[src/rtl/fetch_stage.sv]
// Instruction-fetch stage: owns the PC, drives the ROM read port and
// registers the ROM output into the IF/ID pipeline register. Supports
// stall, flush/redirect, run gating and halting on a stop instruction.
module fetch_stage #(
  parameter logic [31:0] RESET_PC  = 32'h00000000,
  parameter logic [31:0] NOP_INST  = 32'h00000013,
  parameter logic [31:0] HALT_INST = 32'h00000073
) (
  input  logic        clk,
  input  logic        rst,
  input  logic        fetch_enable,
  input  logic        stall,
  input  logic        flush,
  input  logic [31:0] redirect_pc,
  output logic [31:0] rom_addr,
  output logic        rom_read_enable,
  input  logic [31:0] rom_inst,
  output logic [31:0] if_id_pc,
  output logic [31:0] if_id_inst,
  output logic        if_id_valid,
  output logic        halted,
  output logic [31:0] fetch_count
);

  typedef enum logic [1:0] {
    IDLE,
    RUN,
    HALTED
  } state_t;

  state_t      state;
  state_t      state_next;
  logic [31:0] pc;
  logic [31:0] pc_next;
  logic [31:0] if_id_pc_next;
  logic [31:0] if_id_inst_next;
  logic        if_id_valid_next;
  logic [31:0] fetch_count_next;

  // The ROM sees the PC directly; it is only read while actively fetching.
  assign rom_addr        = pc;
  assign rom_read_enable = (state == RUN);
  assign halted          = (state == HALTED);

  // Next-state logic: flush beats stall, stall freezes everything, and
  // otherwise each state decides whether to fetch or insert a bubble.
  always_comb begin
    state_next       = state;
    pc_next          = pc;
    if_id_pc_next    = if_id_pc;
    if_id_inst_next  = if_id_inst;
    if_id_valid_next = if_id_valid;
    fetch_count_next = fetch_count;

    if (flush) begin
      pc_next          = {redirect_pc[31:2], 2'b00};
      if_id_pc_next    = 32'h0;
      if_id_inst_next  = NOP_INST;
      if_id_valid_next = 1'b0;
      if (state == HALTED) begin
        state_next = RUN;
      end
    end else if (!stall) begin
      case (state)
        RUN: begin
          if (!fetch_enable) begin
            state_next       = IDLE;
            if_id_pc_next    = 32'h0;
            if_id_inst_next  = NOP_INST;
            if_id_valid_next = 1'b0;
          end else begin
            if_id_pc_next    = pc;
            if_id_inst_next  = rom_inst;
            if_id_valid_next = 1'b1;
            fetch_count_next = fetch_count + 32'd1;
            if (rom_inst == HALT_INST) begin
              state_next = HALTED;
            end else begin
              pc_next = pc + 32'd4;
            end
          end
        end
        IDLE: begin
          if_id_pc_next    = 32'h0;
          if_id_inst_next  = NOP_INST;
          if_id_valid_next = 1'b0;
          if (fetch_enable) begin
            state_next = RUN;
          end
        end
        HALTED: begin
          if_id_pc_next    = 32'h0;
          if_id_inst_next  = NOP_INST;
          if_id_valid_next = 1'b0;
        end
        default: begin
          state_next = IDLE;
        end
      endcase
    end
  end

  // State, PC, pipeline register and counter update; reset wins over all.
  always_ff @(posedge clk) begin
    if (rst) begin
      state       <= IDLE;
      pc          <= RESET_PC;
      if_id_pc    <= 32'h0;
      if_id_inst  <= NOP_INST;
      if_id_valid <= 1'b0;
      fetch_count <= 32'h0;
    end else begin
      state       <= state_next;
      pc          <= pc_next;
      if_id_pc    <= if_id_pc_next;
      if_id_inst  <= if_id_inst_next;
      if_id_valid <= if_id_valid_next;
      fetch_count <= fetch_count_next;
    end
  end

endmodule

[config.mk]
export PLATFORM = sky130hd
export DESIGN_NAME = fetch_stage
export DESIGN_NICKNAME = d
export VERILOG_FILES = /design/src/rtl/fetch_stage.sv
export SDC_FILE = /design/constraint.sdc
export NUM_CORES = 1
export LEC_CHECK = 0
export ABC_CLOCK_PERIOD_IN_PS = 6400
export CAP_MARGIN = 20
export CELL_PAD_IN_SITES_DETAIL_PLACEMENT = 0
export CELL_PAD_IN_SITES_GLOBAL_PLACEMENT = 1
export CORE_UTILIZATION = 35
export DETAILED_ROUTE_END_ITERATION = 12
export PLACE_DENSITY = 0.83
export REMOVE_ABC_BUFFERS = 1
export SYNTH_ARGS = -nofsm -noshare
export SYNTH_HDL_FRONTEND = slang
export SYNTH_SLANG_ARGS = --single-unit
export TNS_END_PERCENT = 100
[constraint.sdc]
create_clock -name clk -period 6.4 [get_ports clk]
set_clock_uncertainty 0.1 [all_clocks]
set_input_delay 0.64 -clock clk [delete_from_list [all_inputs] [get_ports clk]]
set_output_delay 0.64 -clock clk [all_outputs]
set_load 0.005 [all_outputs]
==> impl_metrics.csv <==
group,metric,value,unit
timing,max_slew_margin,0.4513,
timing,finalHoldViolations,0,
timing,fmax,354.5,MHz
floorplan,rows,46,
timing,hold_ws,0.3529,ns
critical_path,critPathArrivalTime,3.08,ns
cells_and_area,n_antenna_cell,0,
synth,ys_warn_count,0,
run,cap_viol_max_count,0,
power_and_ir_drop,vdd_drop_max,0.0002043,V
timing,layout_setup_ws,3.579,ns
cells_and_area,drive_gt1_frac,0.06868,
cells_and_area,syn2layout_area_growth,47.24,%
timing,worst_pin_slew,0.8222,ns
floorplan,core_area,15940,um^2
power_and_ir_drop,total_power,2.039,mW
floorplan,start_util,0.3600,
synth,ys_ff_latch,127,
critical_path,end_kind,"flop",
clocking,cts_root_buffer,"clkbuf_16",
cells_and_area,finalNonFillerCells,1075,
hold_path,hold_path.class,"flop to flop",
drt,vias,5855,
synth,ys.flop_type,"dfxtp_1",
placed_design,post-place-ws,2.796,ns
placed_design,dpl.cell_count,1041,
clocking,tritoncts,"built",
drt,dr.pass1.iters,5,
timing,drv_slew,0,
power_and_ir_drop,power_density,241.3,nW/um^2
critical_path,crit_path_max_fanout,11,
clocking,cts.sinks,127,
global_routing,grt-ovfl-total,0,
floorplan,fp.dieH,130.1,um
drt,drc,0,
timing,fin_crit,2.821,ns
cells_and_area,finish.net_count,917,
clocking,cts_hold_buf,0,
status,status,"completed",
power_and_ir_drop,power.leakage,2.778,nW
clocking,clk_pin_slew_worst_paths,0.05,ns
drt,ant_nets,0,
synth,ys_seq_area_frac,0.4430,
synth,synth_xor_xnor_area_share,0.02899,
floorplan,die_w,130.1,um
synth,postSynthAreaPerCell,8.453,um^2
drt,viasPerCell,5.447,
placed_design,placed_area,7766,um^2
clocking,h-tree-depth,4,
cells_and_area,finish.instance_area,8451,um^2
critical_path,ff2ff_setup_slack,3.67,ns
clocking,post_cts_buffers,0,
placed_design,portBuffers,193,
synth,synth_top_family_by_area,"simple AND/OR/NAND/NOR gates",
synth,synth_compound_area_frac,0.1884,
synth,synth_edf_count,0,
clocking,numCtsBuffers,17,
placed_design,dp_hpwl,12240,um
cells_and_area,finalCoreUtilization,0.5301,
clocking,cts_resized,0,
critical_path,cp.required,6.66,ns
drt,wl,17920,um
clocking,insertion_delay,0.43,ns
critical_path,path_class,"input port to flop",
synth,synth_cell_type_count,56,
timing,setup_viol,0,
synth,synthAdderAreaFrac,0.004360,
synth,synthCells,679,
synth,synthMuxAreaShare,0.001744,
floorplan,pin_count,200,
synth,synth-simple-area-share,0.2806,
timing,rsz0062_at_grt,"false",
clocking,clock_path_buffers,2,
drt,drt_iter0_drc,293,
global_routing,grt_first_pass_wirelength,28070,um
timing,period_share,0.4407,
global_routing,grt_pass1_vias,5523,
global_routing,antenna_found_initial,0,
synth,ys_async_sr_fraction,0,
synth,syn_area,5739,um^2
floorplan,die-area,16910,um^2
placed_design,place_congestion,0.7655,
global_routing,grt_usage,0.2140,
timing,setup_tns,0,ns
critical_path,start_kind,"input port",
drt,drt-wirelength-per-cell,16.67,um
global_routing,grt_max_degree,61,
[routing by layer]
layer | up-vias | track usage | part of all wire
met5 | - | 0 | 0
met4 | 0 | 0.08276 | 0.020
met3 | 29 | 0.05945 | 0.057
met2 | 171 | 0.3579 | 0.49
met1 | 2804 | 0.2602 | 0.43
li1 | 2851 | - | -
[sequential cells by signal, summed over array words and instances, names as in the netlist]
name         flops
state            2
if_id_inst      32
if_id_pc        30
fetch_count     32
rom_addr        30
if_id_valid      1
[critical path, stage by stage]
cell and delay [ns]:
clkdlybuf4s50_1 0.55, or4b_1 0.68, nor3_4 0.35, nand3_2 0.24, or4b_1 0.55, nand2_1 0.08
[synth_stat cells (all sizes together) (7+ instances only)]
cell type / number / area [um^2]
buf: 23 / 127.6
or4: 11 / 82.58
dfxtp: 127 / 2542
nor3: 11 / 71.32
a22oi: 54 / 405.4
nor4: 16 / 112.6
nand2: 39 / 146.4
or3: 15 / 93.84
clkbuf: 33 / 123.9
and4: 7 / 61.31
xor2: 13 / 113.9
a311oi: 9 / 78.83
o21ai: 28 / 140.1
nor2: 111 / 416.7
and3: 10 / 62.56
a211oi: 8 / 60.06
nand4: 30 / 187.7
a21oi: 18 / 90.09
nand3: 31 / 160.1
o211ai: 7 / 52.55
or4b: 9 / 90.09
inv: 12 / 45.04
[logic make-up after synthesis]
family / Yosys count
AO/OA/AOI/OAI: 153
XOR/XNOR: 19
adder cells (fa/ha/maj): 2
buffers and inverters: 69
flip-flops: 127
multiplexers: 1
other: 1
AND/OR/NAND/NOR: 307
[final cells by class]
type | count | area [um^2]
clock buffers | 20 | 446.7
clock inverters | 12 | 190.2
fillers | 1468 | 7492
inverters | 13 | 48.80
multi-input cells | 486 | 2925
flip-flops and latches | 127 | 2542
well taps | 216 | 270.3
repair buffers | 201 | 2027
[where the power goes]
group	switching [mW]	leakage, nW	internal [mW]	total [mW]
clock	0.357	0.310	0.697	1.05
sequential	0.0236	1.03	0.806	0.830
combinational	0.0707	1.44	0.0853	0.156
total	0.451	2.78	1.59	2.04
[layout by cell type (no fill, tap or decap), drive strengths merged, types with 4 or more instances in the layout]
| cell type | instances |
|---|---|
| nand3 | 31 |
| and4 | 7 |
| nor2 | 111 |
| a211oi | 8 |
| buf | 10 |
| nor4b | 4 |
| or3 | 15 |
| a2111oi | 4 |
| a311oi | 9 |
| dfxtp | 127 |
| or4b | 9 |
| xor2 | 13 |
| conb | 4 |
| clkdlybuf4s50 | 191 |
| nor4 | 16 |
| and3 | 10 |
| o21ai | 28 |
| inv | 12 |
| clkbuf | 20 |
| or4 | 11 |
| o211ai | 7 |
| a21oi | 18 |
| a22oi | 54 |
| nand2 | 39 |
| o31ai | 5 |
| clkinv | 6 |
| nor3 | 11 |
| xnor2 | 6 |
| o2111a | 6 |
| nand4 | 30 |
| bufinv | 5 |
[path summary, 6_finish.rpt]
kind                                     start         endpoint  cells after the start
worst min-delay path            if_id_inst[28]   if_id_inst[28]                      2
worst min register to register  if_id_inst[28]   if_id_inst[28]                      2
worst max register to register     rom_addr[9]     rom_addr[29]                      5
worst max-delay path                     stall  fetch_count[29]                      6
Power figures use the tool's default switching activity.
